File: src/rtl/seg_scan_driver.sv
// seg_scan_driver
// Time-multiplexed driver for an N-digit common-anode seven-segment display.
// One hex digit is shown per slot, and each slot starts with an all-anodes-off
// blank gap to prevent ghosting. New values are double-buffered: load writes a
// shadow register, which is copied to the display register only at a frame
// boundary (or straight away while idle), so a frame never mixes old and new data.
//
// Ports:
//   clk        system clock
//   rst_n      asynchronous active-low reset (outputs go dark immediately)
//   enable     scan enable; 0 forces IDLE with dark outputs
//   value      hex digits, digit k = value[4k+3:4k]
//   dp_in      decimal point request per digit (1 = lit)
//   load       single-cycle strobe capturing value/dp_in into the shadow
//   seg        segments {a..g}, seg[6]=a, active-low, registered
//   dp         decimal point, active-low, registered
//   an         anode selects, active-low, at most one low, registered
//   frame_done one-cycle pulse on the first BLANK cycle of each new frame
//
// Optional feature macro: SEG_SCAN_LZ_BLANK_EN
//   When defined, leading zeros above the most significant nonzero digit are
//   blanked (digit 0 is never blanked; dp still follows dp_in).
module seg_scan_driver #(
  parameter int NUM_DIGITS   = 4,
  parameter int DIV          = 50000,
  parameter int BLANK_CYCLES = 16
) (
  input  logic                    clk,
  input  logic                    rst_n,
  input  logic                    enable,
  input  logic [4*NUM_DIGITS-1:0] value,
  input  logic [NUM_DIGITS-1:0]   dp_in,
  input  logic                    load,
  output logic [6:0]              seg,
  output logic                    dp,
  output logic [NUM_DIGITS-1:0]   an,
  output logic                    frame_done
);

  localparam int IW = (NUM_DIGITS > 1) ? $clog2(NUM_DIGITS) : 1;
  localparam int CW = $clog2(DIV);
  localparam logic [CW-1:0] BLANK_LAST = CW'(BLANK_CYCLES - 1);
  localparam logic [CW-1:0] SLOT_LAST  = CW'(DIV - 1);
  localparam logic [IW-1:0] IDX_LAST   = IW'(NUM_DIGITS - 1);

  typedef enum logic [1:0] {IDLE, BLANK, SHOW} state_t;

  state_t                  state, state_nx;
  logic [IW-1:0]           idx, idx_nx;
  logic [CW-1:0]           cnt, cnt_nx;
  logic [4*NUM_DIGITS-1:0] shadow_val, disp_val, disp_val_nx;
  logic [NUM_DIGITS-1:0]   shadow_dp, disp_dp, disp_dp_nx;
  logic                    pending, pending_nx;
  logic                    wrap;
  logic                    commit_load, commit_pend;
  logic [6:0]              seg_nx;
  logic                    dp_nx;
  logic [NUM_DIGITS-1:0]   an_nx;
  logic [NUM_DIGITS-1:0]   lz_blank;
  logic [3:0]              cur_nib;

  function automatic logic [6:0] hex7(input logic [3:0] h);
    case (h)
      4'h0: return 7'b0000001;
      4'h1: return 7'b1001111;
      4'h2: return 7'b0010010;
      4'h3: return 7'b0000110;
      4'h4: return 7'b1001100;
      4'h5: return 7'b0100100;
      4'h6: return 7'b0100000;
      4'h7: return 7'b0001111;
      4'h8: return 7'b0000000;
      4'h9: return 7'b0000100;
      4'hA: return 7'b0001000;
      4'hB: return 7'b1100000;
      4'hC: return 7'b0110001;
      4'hD: return 7'b1000010;
      4'hE: return 7'b0110000;
      4'hF: return 7'b0111000;
    endcase
  endfunction

  // State, counters, buffers and registered outputs.
  always_ff @(posedge clk or negedge rst_n) begin
    if (!rst_n) begin
      state      <= IDLE;
      idx        <= '0;
      cnt        <= '0;
      shadow_val <= '0;
      shadow_dp  <= '0;
      disp_val   <= '0;
      disp_dp    <= '0;
      pending    <= 1'b0;
      seg        <= 7'h7F;
      dp         <= 1'b1;
      an         <= '1;
      frame_done <= 1'b0;
    end else begin
      state    <= state_nx;
      idx      <= idx_nx;
      cnt      <= cnt_nx;
      disp_val <= disp_val_nx;
      disp_dp  <= disp_dp_nx;
      pending  <= pending_nx;
      if (load) begin
        shadow_val <= value;
        shadow_dp  <= dp_in;
      end
      seg        <= seg_nx;
      dp         <= dp_nx;
      an         <= an_nx;
      frame_done <= wrap;
    end
  end

  // Next-state logic: slot sequencing plus display-register commit.
  always_comb begin
    state_nx = state;
    idx_nx   = idx;
    cnt_nx   = cnt;
    wrap     = 1'b0;
    if (!enable) begin
      state_nx = IDLE;
      idx_nx   = '0;
      cnt_nx   = '0;
    end else begin
      case (state)
        IDLE: begin
          state_nx = BLANK;
          idx_nx   = '0;
          cnt_nx   = '0;
        end
        BLANK: begin
          // cnt runs across the whole slot; the blank gap is its first part.
          cnt_nx = cnt + CW'(1);
          if (cnt == BLANK_LAST) state_nx = SHOW;
        end
        SHOW: begin
          if (cnt == SLOT_LAST) begin
            state_nx = BLANK;
            cnt_nx   = '0;
            if (idx == IDX_LAST) begin
              idx_nx = '0;
              wrap   = 1'b1;
            end else begin
              idx_nx = idx + IW'(1);
            end
          end else begin
            cnt_nx = cnt + CW'(1);
          end
        end
        default: state_nx = IDLE;
      endcase
    end

    // A load in the boundary cycle or in the frame_done cycle still lands in
    // the new frame: digit 0 is blanked during both, so nothing tears.
    commit_load = load && ((state == IDLE) || (enable && (wrap || frame_done)));
    commit_pend = pending && ((state == IDLE) || wrap);
    disp_val_nx = disp_val;
    disp_dp_nx  = disp_dp;
    pending_nx  = pending;
    if (commit_load) begin
      disp_val_nx = value;
      disp_dp_nx  = dp_in;
      pending_nx  = 1'b0;
    end else if (commit_pend) begin
      disp_val_nx = shadow_val;
      disp_dp_nx  = shadow_dp;
      pending_nx  = 1'b0;
    end else if (load) begin
      pending_nx = 1'b1;
    end
  end

`ifdef SEG_SCAN_LZ_BLANK_EN
  logic [NUM_DIGITS-1:0] nib_nz;
  for (genvar gi = 0; gi < NUM_DIGITS; gi++) begin : g_nib_nz
    assign nib_nz[gi] = |disp_val_nx[4*gi +: 4];
  end

  // Scan from the top digit down; everything above the first nonzero nibble
  // is blanked. Digit 0 is left out of the scan so it always shows.
  always_comb begin : lz_scan
    logic seen;
    seen     = 1'b0;
    lz_blank = '0;
    for (int k = NUM_DIGITS - 1; k > 0; k--) begin
      seen        = seen | nib_nz[k];
      lz_blank[k] = ~seen;
    end
  end
`else
  assign lz_blank = '0;
`endif

  // Output decode from next-state values so the registered outputs line up
  // with the state register (no extra cycle of lag).
  always_comb begin
    cur_nib = disp_val_nx[{idx_nx, 2'b00} +: 4];
    seg_nx  = 7'h7F;
    dp_nx   = 1'b1;
    an_nx   = '1;
    if (state_nx != IDLE) begin
      seg_nx = lz_blank[idx_nx] ? 7'h7F : hex7(cur_nib);
      dp_nx  = ~disp_dp_nx[idx_nx];
      if (state_nx == SHOW) an_nx[idx_nx] = 1'b0;
    end
  end

endmodule

File: config.mk
export PLATFORM = sky130hd
export DESIGN_NAME = seg_scan_driver
export DESIGN_NICKNAME = d
export VERILOG_FILES = /design/src/rtl/seg_scan_driver.sv
export SDC_FILE = /design/constraint.sdc
export NUM_CORES = 1
export LEC_CHECK = 0
export BUFFER_PORTS_ARGS = -buffer_cell sky130_fd_sc_hd__buf_2
export CORE_MARGIN = 3
export CORE_UTILIZATION = 57
export DETAILED_ROUTE_END_ITERATION = 12
export PLACE_DENSITY = 0.77
export REMOVE_ABC_BUFFERS = 1
export SLEW_MARGIN = 15
export SYNTH_ARGS = -nofsm -noshare
export SYNTH_HDL_FRONTEND = slang
export SYNTH_SLANG_ARGS = --single-unit
File: constraint.sdc
create_clock -name clk -period 4.4 [get_ports clk]
set_input_delay 0.44 -clock clk [delete_from_list [all_inputs] [get_ports clk]]
set_output_delay 0.44 -clock clk [all_outputs]
set_load 0.01 [all_outputs]
==> impl_metrics.toml <==
[run_status]
status = "completed"

[global_route]
antenna_found_initial = 0
grt_use_total_pct = 22.4
gr-total-overflow = 0
grt_pass1_vias = 2766
grt_max_degree = 48
grt_pass1_wl_um = 13300

[clocking]
clock-sinks = 74
tritoncts = "yes"
clk_pin_slew_ns = 0.08
post_cts_buffers = 0
clockBufferDepth = 2
h-tree-depth = 3
clk_root_buffer_cell = "clkbuf_8"
cts_hold_buf = 0
cts_inserted_buffers = 9
clk_latency_ns = 0.35
cts_resized = 0

[critical_path]
arrival_ns = 3.98
required_ns = 4.68
start_kind = "flip-flop"
endpoint_kind = "flip-flop"
rrSetupSlack_ns = 0.70
path_max_fanout = 17
cp_slowest_cell = "or4_4"
path_class = "reg -> reg"
crit_chain = "or4_4, nor4_4, buf_4, a311oi_1, nor2_2, a21oi_1, o211ai_1, inv_1, ha_1, mux2_4, mux2i_1, nand2_1"
critPathMaxStageDelay_ns = 0.57

[logic_synthesis]
synth_cell_types = 57
post-synth-top-count-cell = "dfrtp_1"
synth.area.top_cells = "dfrtp_1 41%, dfstp_2 8.3%, mux2i_1 6.6%"
synth_commonest_cells = "62 x dfrtp_1, 30 x nand2_1, 27 x nor2_1"
synth_flop_cell = "dfrtp_1"
yosysTopAreaCell = "dfrtp_1"
synth_seq_area_share_pct = 49.0
synth_seq_cells = 74
synth-edff-count = 0
synth_top_area_share_pct = 40.7
avgSynthCellArea_um2 = 10.8
yosys_warnings = 0
mappedNetlistArea_um2 = 3810
synthArstFlopShare_pct = 100
syn_inst = 353

[sta]
rsz0062_at_grt = "no"
finalCriticalPeriod_ns = 3.70
drv_slew = 0
skew_ns = 0.00692
finalCritPeriodShare_pct = 84.2
finalSetupTns_ns = 0
worstMarginPinSlew_ns = 1.02
slew_headroom_pct = 32.1
hold_viol = 0
setup_violations = 0
fmax_mhz = 270

[floorplanning]
initial_core_util_pct = 59.3
die_y_um = 87.7
coreArea_um2 = 6420
ios = 37
placementRows = 29
die_x_um = 87.7
die-area_um2 = 7700

[layout]
fin_area_um2 = 4290
drive_gt1_share_pct = 26.9
synthToLayoutAreaGrowth_pct = 12.7
final_nets = 429
fillers = 489
antennaDiodeCount = 0

[route]
route.detailed.drc = 0
wl_per_cell_um = 16.8
wirelength_um = 7980
dr.pass1.iters = 4
first_iter_violations = 190
vias = 2838
ant_nets = 0
via_per_inst = 5.97

[place]
portBuffers = 36
place_area_um2 = 4070
gp_congestion = 0.813
place_hpwl_um = 5450

[power]
total_power_uw = 1730
p_leak_uw = 0.00193
vdd.ir_drop.worst_v = 0.000259
p_per_area_nw_per_um2 = 403

[worst_hold_path]
worst_hold_path_type = "in -> async"

[flow_run]
cap_violations = 0
-- metrics by stage --
| stage | util, % | hold slack, ns | worst slack (ns) | instances |
|---|---|---|---|---|
| floorplan | - | 0.144 | 0.593 | 339 |
| global placement | 63.3 | 0.491 | 0.910 | 459 |
| detailed placement | 63.3 | 0.496 | 0.722 | 459 |
| CTS | 66.8 | 0.294 | 0.710 | 475 |
| global route | 66.8 | 0.332 | 0.358 | 475 |
| finish | 66.8 | 0.262 | 0.696 | 475 |
-- layout make-up --
type / count / area, um^2 / area share (%)
Sequential cell: 74 / 1870 / 43.5
Inverter: 8 / 30.0 / 0.700
Clock buffer: 10 / 138 / 3.21
Tap cell: 77 / 96.3 / 2.24
Multi-Input combinational cell: 257 / 1840 / 42.9
Clock inverter: 6 / 88.8 / 2.07
Timing Repair Buffer: 43 / 233 / 5.42
-- final timing paths --
check | from | endpoint | depth (start not counted)
max | cnt[5] | seg[3] | 12
min | rst_n | cnt[3] | 1
max in group asynchronous | rst_n | dp | 2
max reg2reg | cnt[5] | seg[3] | 12
min reg2reg | shadow_val[8] | shadow_val[8] | 1
min in group clk | value[14] | shadow_val[14] | 2
-- per-layer routing --
metal | vias to the layer above | track usage [%] | routed length [um]
li1 | 1352 | - | -
met1 | 1392 | 31.5 | 3810
met2 | 75 | 33.8 | 3590
met3 | 19 | 3.20 | 362
met4 | 0 | 11.7 | 221
met5 | - | 0 | 0
-- state kept, by name, indices dropped and copies added, names as in the netlist --
register / count
state: 2
frame_done: 1
seg: 7
shadow_val: 16
an: 4
idx: 2
dp: 1
disp_val: 16
pending: 1
disp_dp: 4
cnt: 16
shadow_dp: 4
-- worst max-delay path: cells and delay by family (launching register included) --
| kind | cells | cell delay (ns) |
|---|---|---|
| compound gates | 3 | 0.81 |
| flops | 1 | 0.43 |
| simple gates | 4 | 1.32 |
| buf+inv | 2 | 0.38 |
| fa+ha+maj | 1 | 0.27 |
| mux | 2 | 0.41 |
-- layout by cell type (no fill, tap or decap), types with 8 or more instances in the layout --
cell	n
o21ai_0	16
dfrtp_1	62
dfstp_2	12
mux2i_1	25
ha_1	12
nor3_1	9
clkbuf_8	10
nand2_1	30
nor2_1	27
buf_2	36
mux2_2	21
a21oi_1	15
nand3_1	18
xor2_1	8
-- cells by family (layout without fill, tap and decap cells) --
| kind of cell | after synthesis | count (layout) | share of synthesized area, % |
|---|---|---|---|
| AO/OA/AOI/OAI | 72 | 72 | 13.0 |
| XOR/XNOR | 10 | 10 | 2.30 |
| multiplexers | 47 | 47 | 13.2 |
| AND/OR/NAND/NOR | 116 | 116 | 15.8 |
| flip-flops | 74 | 74 | 49.0 |
| adder cells (fa/ha/maj) | 12 | 12 | 3.94 |
| buffers and inverters | 22 | 67 | 2.69 |
-- power breakdown --
part	switching (uW)	internal, uW	leakage, uW	total, uW
registers	27.8	767	0.000898	795
logic	195	144	0.000918	339
clock network	260	335	0.000109	596
No activity file was read; power rests on OpenSTA's default activity.
